File: config.mk
export PLATFORM = sky130hd
export DESIGN_NAME = fb_divider
export DESIGN_NICKNAME = d
export VERILOG_FILES = /design/src/rtl/fb_divider.sv
export SDC_FILE = /design/constraint.sdc
export NUM_CORES = 1
export LEC_CHECK = 0
export CORE_MARGIN = 3
export CORE_UTILIZATION = 45
export DETAILED_ROUTE_END_ITERATION = 12
export PLACE_DENSITY = 0.67
export SYNTH_ARGS = -nofsm -noshare
export SYNTH_HDL_FRONTEND = slang
export SYNTH_SLANG_ARGS = --single-unit
File: constraint.sdc
create_clock -name clk -period 3 [get_ports clk]
set_clock_uncertainty 0.05 [all_clocks]
set_input_delay 0.75 -clock clk [delete_from_list [all_inputs] [get_ports clk]]
set_output_delay 0.75 -clock clk [all_outputs]
set_load 0.1 [all_outputs]
File: src/rtl/fb_divider.sv
// Programmable integer feedback divider for the PLL feedback path.
// It is clocked by the VCO output and divides it by N to drive the PFD feedback input (ckdiv).
// A new N is requested with a level-sensitive load/load_ack handshake.
// The new N is adopted only on a period boundary (cnt == 0), so ckdiv never produces a runt pulse.
//
// Ports:
//   clk      divider clock (VCO cko), rising edge
//   rst      asynchronous active-high reset
//   en       count enable; low freezes all state
//   div_in   requested modulus (clamped up to NMIN)
//   load     request level, held until load_ack
//   load_ack one-cycle pulse on the edge where the new N becomes active
//   pending  a captured request is waiting for the period boundary
//   ckdiv    divided clock: high ceil(N/2) cycles, low floor(N/2) cycles
//   tc       terminal count, high in the last cycle of a period
//   cnt      current down-counter value
module fb_divider #(
  parameter int unsigned W     = 8,
  parameter int unsigned NMIN  = 2,
  parameter int unsigned N_RST = 4
) (
  input  logic         clk,
  input  logic         rst,
  input  logic         en,
  input  logic [W-1:0] div_in,
  input  logic         load,
  output logic         load_ack,
  output logic         pending,
  output logic         ckdiv,
  output logic         tc,
  output logic [W-1:0] cnt
);

  localparam logic [W-1:0] NMinW = W'(NMIN);
  localparam logic [W-1:0] NRstW = W'(N_RST);
  localparam logic [W-1:0] OneW  = W'(1);

  logic [W-1:0] cnt_q, cnt_d;
  logic [W-1:0] n_act_q, n_act_d;
  logic [W-1:0] shadow_q, shadow_d;
  logic         pending_q, pending_d;
  logic         load_ack_q, load_ack_d;
  logic         ckdiv_q, ckdiv_d;
  logic         tc_q, tc_d;

  logic         boundary;
  logic         req_ok;
  logic [W-1:0] div_clamped;

  always_comb begin
    boundary    = en && (cnt_q == '0);
    // A load still high during the ack cycle belongs to the request just acknowledged.
    req_ok      = en && load && !load_ack_q;
    div_clamped = (div_in < NMinW) ? NMinW : div_in;

    cnt_d      = cnt_q;
    n_act_d    = n_act_q;
    shadow_d   = shadow_q;
    pending_d  = pending_q;
    load_ack_d = 1'b0;
    ckdiv_d    = ckdiv_q;
    tc_d       = tc_q;

    if (boundary) begin
      if (pending_q) begin
        n_act_d    = shadow_q;
        pending_d  = 1'b0;
        load_ack_d = 1'b1;
      end else if (req_ok) begin
        // Request arriving exactly on the boundary bypasses the shadow register.
        n_act_d    = div_clamped;
        shadow_d   = div_clamped;
        load_ack_d = 1'b1;
      end
      cnt_d = n_act_d - OneW;
    end else if (en) begin
      cnt_d = cnt_q - OneW;
      if (req_ok) begin
        shadow_d  = div_clamped;
        pending_d = 1'b1;
      end
    end

    if (en) begin
      ckdiv_d = (cnt_d >= (n_act_d >> 1));
      tc_d    = (cnt_d == '0);
    end
  end

  always_ff @(posedge clk or posedge rst) begin
    if (rst) begin
      cnt_q      <= '0;
      n_act_q    <= NRstW;
      shadow_q   <= NRstW;
      pending_q  <= 1'b0;
      load_ack_q <= 1'b0;
      ckdiv_q    <= 1'b0;
      tc_q       <= 1'b0;
    end else begin
      cnt_q      <= cnt_d;
      n_act_q    <= n_act_d;
      shadow_q   <= shadow_d;
      pending_q  <= pending_d;
      load_ack_q <= load_ack_d;
      ckdiv_q    <= ckdiv_d;
      tc_q       <= tc_d;
    end
  end

  assign cnt      = cnt_q;
  assign ckdiv    = ckdiv_q;
  assign tc       = tc_q;
  assign load_ack = load_ack_q;
  assign pending  = pending_q;

endmodule
# After elaboration in Yosys (flattened, before gate mapping)
# Cells that the tools add are included.
[totals] register_bits=28 wordCells=40
[op_classes] n_addsub=2 n_lt_le_gt_ge=2 eq_ne=1 n_mux=17 n_reduce_logical=10
[ops] cell="$mux 8" count=11
[ops] cell="$logic_not 8->1" count=2
[ops] cell="$sub 8x1->8 const B" count=2
[ops] cell="$ge 8x7->1" count=1
[ops] cell="$lt 8x2->1 const B" count=1
[ops] cell="$mux 1" count=6
[ops] cell="$reduce_and 2->1" count=2
[ops] cell="$reduce_bool 2->1" count=2
[ops] cell="$logic_and 1x1->1" count=3
[ops] cell="$ne 2x2->1 const B" count=1
[ops] cell="$logic_not 1->1" count=1

# Depth between registers and ports, before layout
[depth] word_depth=8 mapped_depth=17 ltp_nobuf=17

# Worst setup path after synthesis
# OpenSTA, ideal clock, no wires.
[synth_timing] path_type="reg2reg" from="reg cnt_q[0] (netlist: cnt[0])" to="reg ckdiv_q (netlist: ckdiv)" setup_time_ns=0.128 arrival_time_ns=3.554 required_time_ns=2.822 setup_slack_ns=-0.732 stages_incl_launch_ff=18 n_path_buf=1 path_cell_list="dfrtp_1 > inv_1 > ha_1 > nand4bb_1 > nor3_1 > nand2_1 > clkbuf_1 > a21oi_1 > inv_1 > ha_1 > nand2b_1 > a21o_1 > a21o_1 > a21o_1 > a21o_1 > a21o_1 > a21oi_1 > a31oi_1"
[synth_via] elab_chain_cells=4 elab_cells_between_ends=7
[synth_rtl] item="from (decl)" line_no="38" text="logic [W-1:0] cnt_q, cnt_d;"
[synth_rtl] item="from (signal assigned)" line_no="100" text="cnt_q <= cnt_d;"
[synth_rtl] item="$sub 8x1->8 or $logic_not 8->1 (tied branches)" line_no="77, 51"
[synth_rtl] item="$mux 8 or $logic_and 1x1->1 (tied branches)" line_no="76, 51"
[synth_rtl] item="$mux 8 (*)" line_no="64" text="if (boundary) begin"
[synth_rtl] item="via cnt_d[0]" line_no="38"
[synth_rtl] item="$ge 8x7->1 (*)" line_no="85" text="ckdiv_d = (cnt_d >= (n_act_d >> 1));"
[synth_rtl] item="to (signal assigned)" line_no="105" text="ckdiv_q <= ckdiv_d;"
[synth_rtl] item="to (decl)" line_no="43" text="logic ckdiv_q, ckdiv_d;"
# The timed path passes the listed nets; every way through them passes the cells marked *.
# A chain may end at the register's enable or synchronous reset.

# Worst setup path after layout
[layout_timing] from="in div_in[7]" to="reg ckdiv_q (netlist: ckdiv)"
[layout_via] elab_chain_cells=8 elab_cells_between_ends=9
[layout_rtl] item="from (decl)" line_no="25" text="input logic [W-1:0] div_in,"
[layout_rtl] item="$lt 8x2->1" line_no="54" text="div_clamped = (div_in < NMinW) ? NMinW : div_in;"
[layout_rtl] item="$mux 8" line_no="54"
[layout_rtl] item="$mux 8" line_no="69" text="end else if (req_ok) begin"
[layout_rtl] item="$mux 8" line_no="65" text="if (pending_q) begin"
[layout_rtl] item="$mux 8" line_no="64"
[layout_rtl] item="$sub 8x1->8" line_no="75" text="cnt_d = n_act_d - OneW;"
[layout_rtl] item="$mux 8" line_no="64"
[layout_rtl] item="via cnt_d[0]" line_no="38"
[layout_rtl] item="$ge 8x7->1" line_no="85"
# The timed path passes the listed nets, and every way through them passes these cells. The select of a mux whose other input is x is not followed.

==> impl_table.tex <==
\begin{tabular}{lr}
\hline
Metric & Value \\
\hline
\multicolumn{2}{l}{\textbf{GRT}} \\
Global-route wire length before repair & about 7.6 mm \\
Number of global-route vias before repair & approximately 1700 \\
Residual overflow from global routing & 0 \\
Largest net degree at the start of global routing & 25 \\
Gr usage total & 0.215 \\
Initial antenna violation count & 0 \\
\multicolumn{2}{l}{\textbf{STA}} \\
Unrepaired setup endpoints after global routing & true \\
Setup-violating endpoint count in the final report & 1 \\
Fmax & 323 MHz \\
Transition time at the pin with the least slew margin & a little over 0.8 ns \\
Final Cycle Share & 1.03 \\
Worst hold-check slack & 0.434 ns \\
Worst-case setup margin in the final layout & -0.0979 ns \\
Number of slew-limit violations in the final report & 0 \\
Hold Vio Cnt, Final & 0 \\
Max transition margin & 0.458 \\
Post-layout minimum cycle time & 3.10 ns \\
\multicolumn{2}{l}{\textbf{CTS}} \\
Total clock sinks & 28 \\
Maximum level of the CTS H-tree & 1 \\
Clock buffers created by TritonCTS & 3 \\
Clock Pin Slew Worst Setup and Hold Paths & 0.10 ns \\
Largest buffer count on any clock path & 2 \\
Root buffer cell & clkbuf\_8 \\
TritonCTS clock tree & done \\
Clock network latency to the later pin of the worst-skew pair & slightly below 0.3 ns \\
\multicolumn{2}{l}{\textbf{Placed design}} \\
Final HPWL from detailed placement & 3.47 mm \\
Post-placement cell count & between 300 and 400 \\
PortBufs & 23 \\
Setup WS pre-CTS & -0.904 ns \\
Final weighted congestion of routability-driven global placement & 0.941 \\
Post-DP Area & 0.00246 mm² \\
\multicolumn{2}{l}{\textbf{Floorplanning}} \\
Die Ht & 68.7 µm \\
Initial Util & 0.476 \\
Standard-cell row count & 22 \\
Die Footprint & between 0.004 and 0.005 mm² \\
Placeable core area & 0.00372 mm² \\
Die boundary width & 68.7 µm \\
Number of placed I/O pins & 24 \\
\multicolumn{2}{l}{\textbf{Layout}} \\
Area used by sequential logic in the layout & 716 µm² \\
Number of nets in the finished design & 287 \\
Number of antenna cells inserted & 0 \\
Fraction of layout cells with a size suffix above 1 & 0.491 \\
Count of filler cells inserted in the layout & 282 \\
Finished layout cell area & 0.00271 mm² \\
Final standard cell count with taps included and fillers excluded & 313 \\
Signed area change from the synthesized netlist to the final layout & 53.4\% \\
Area of combinational cells with multiple inputs & 0.00117 mm² \\
\multicolumn{2}{l}{\textbf{Critical path}} \\
Critical path required time & 3.12 ns \\
Worst endpoint data arrival time & 3.22 ns \\
Family of cells with the greatest summed delay on the critical path & compound AO/OA/AOI/OAI gates \\
Nature of the critical path startpoint & primary input \\
Cell repeated most along the worst path & a21o\_1 \\
Critical path capture point type & flip-flop \\
Number of buffer and inverter stages on the critical path & 3 \\
Slowest library cell on the worst path & ha\_1 \\
CP cell instances & buf\_6 -> nor4\_4 -> buf\_4 -> a211o\_1 -> and2\_4 -> nor2\_4 -> a21oi\_4 -> inv\_1 -> ha\_1 -> nand2b\_4 -> a21o\_1 -> a21o\_1 -> a21o\_1 -> a21o\_1 -> a21o\_1 -> a21oi\_2 -> a31oi\_1 \\
Max incr delay on CP & 0.28 ns \\
Critical Path Fanout Max & 3 \\
Critical setup path kind & primary input to flip-flop \\
\multicolumn{2}{l}{\textbf{Pwr}} \\
Peak ir drop on the vdd network & 0.000357 V \\
Power per standard cell area & 1000 mW/mm² \\
Pleak & 1.30 nW \\
\multicolumn{2}{l}{\textbf{Drt}} \\
Initial DRC Count & slightly below 80 \\
Initial DRT Pass Iterations & 4 \\
Wire length per cell after detailed routing & 14.9 µm \\
Drt via density & about 5.2 \\
Count of nets left with antenna violations after detail routing & 0 \\
Post-route DRC violation count & 0 \\
Routed wire length & 4.67 mm \\
Total vias in the final route & between 1500 and 2000 \\
\multicolumn{2}{l}{\textbf{Min path}} \\
Path category of the worst min-delay check & flip-flop to flip-flop \\
\multicolumn{2}{l}{\textbf{Synth}} \\
EDFF count, synth & 0 \\
Fraction of the yosys area taken by sequential cells & 0.397 \\
Post-synthesis register bit count & 28 \\
Area share of the largest cell type after synthesis & 0.368 \\
Most numerous cell types in the synthesized netlist & 26 x dfrtp\_1, 20 x nand2\_1, 12 x a21oi\_1, 12 x inv\_1, 11 x nor2\_1 \\
Most frequently used cell type in the post-synthesis netlist & dfrtp\_1 \\
Avg Synthesized Cell Area & $\sim$9.8 µm² \\
YS warnings & 0 \\
Dominant cells by area after synthesis & dfrtp\_1 37\%, ha\_1 6.4\%, mux2i\_1 5.1\% \\
Most used flip-flop cell after synthesis & dfrtp\_1 \\
Post-synthesis net count & 202 \\
Post-synthesis async set-or-reset flop share & 1.00 \\
Area of the mapped netlist & 0.00177 mm² \\
Library cell with the largest summed area after synthesis & dfrtp\_1 \\
Count of unique library cells instantiated by Yosys & 42 \\
Number of instances in the synthesized netlist & around 180 \\
\multicolumn{2}{l}{\textbf{Run}} \\
Max-cap violations & 0 \\
\multicolumn{2}{l}{\textbf{Outcome}} \\
Violations in the final reports & negative setup slack \\
Result of the run & finished with violations \\
\hline
\end{tabular}
[path summary, 6_finish.rpt]
path	startpoint	to	slack, ns	depth (start not counted)
worst max-delay path	div_in[7]	ckdiv	-0.1	17
worst min-delay path	shadow_q[1]	shadow_q[1]	0.43	2
worst max register to register	cnt[1]	ckdiv	-0.08	15
worst min register to register	shadow_q[1]	shadow_q[1]	0.43	2
max in group asynchronous	rst	cnt[3]	1.44	3
min in group asynchronous	rst	shadow_q[5]	0.86	2
[logic make-up after synthesis]
group,share of synthesized area
XOR/XNOR,0.0594
flip-flops,0.397
adder cells (fa/ha/maj),0.0637
AND/OR/NAND/NOR,0.179
multiplexers,0.0976
AO/OA/AOI/OAI,0.158
buffers and inverters,0.0445
[registers in the layout (all words and copies together), names as in the netlist]
register and count:
ckdiv 1, cnt 8, shadow_q 8, n_act_q 8
load_ack 1, tc 1, pending 1
[cell usage in the layout, fill, tap and decap left out, types with 2 or more instances in the layout]
cell,instances
inv_2,2
o21a_1,2
o211ai_2,2
buf_2,3
o21bai_1,2
o31ai_2,2
nand2b_1,2
ha_1,6
dfrtp_1,20
nor2_1,9
dfrtp_4,2
a21oi_2,2
a21o_1,6
buf_4,73
o21ai_0,6
dlygate4sd2_1,4
inv_1,10
xor2_1,7
buf_6,3
dfstp_2,2
nor4_2,2
a21oi_1,9
nor2b_1,3
mux2_2,6
xnor2_1,5
nand2_1,20
mux2i_4,2
ha_4,3
o21ai_1,3
clkbuf_8,3
mux2i_1,7
nand3_1,2
dfrtp_2,4
and2_4,2
[what timing repair did]
action / CTS / global route
gates cloned: 0 / 1
buffers inserted: 4 / 3
gates resized for setup: 46 / 13
hold buffers: 0 / 0
pin swaps: 11 / 10
setup endpoints to repair: 2 / 2
[metrics by stage]
| stage | setup TNS (ns) | power (mW) | utilization |
|---|---|---|---|
| 6_report | -0.0979 | 2.72 | 0.730 |
| 5_1_grt | -0.248 | 2.89 | 0.730 |
| 4_1_cts | -0.0779 | 2.58 | 0.701 |
| 3_5_place_dp | -2.92 | 2.21 | 0.662 |
| 3_3_place_gp | -1.94 | 2.17 | 0.662 |
| 2_1_floorplan | -0.255 | 1.64 | - |
[report_power, final]
group          total (mW)  internal [mW]  switching, mW
Clock               0.309          0.179          0.130
Combinational        1.80          0.761           1.04
Sequential          0.612          0.510          0.102
[worst min-delay path, stage by stage, from the launching register on]
cell     delay [ns]
dfrtp_1        0.35
nand2_1        0.05
o21ai_0        0.05
[routing by layer]
layer / part of all wire / GRT usage / wire (µm)
met3: 0.035 / 0.0357 / 164
met5: 0 / 0 / 0
met1: 0.45 / 0.266 / 2100
met2: 0.50 / 0.380 / 2320
met4: 0.017 / 0.0657 / 80
[final cells by class]
| class | count | area share |
|---|---|---|
| repair buffers | 85 | 0.239 |
| clock buffers | 3 | 0.0152 |
| well taps | 48 | 0.0221 |
| clock inverters | 1 | 0.0111 |
| multi-input cells | 136 | 0.432 |
| inverters | 12 | 0.0166 |
| flip-flops and latches | 28 | 0.264 |
No activity file was read; power rests on OpenSTA's default activity.
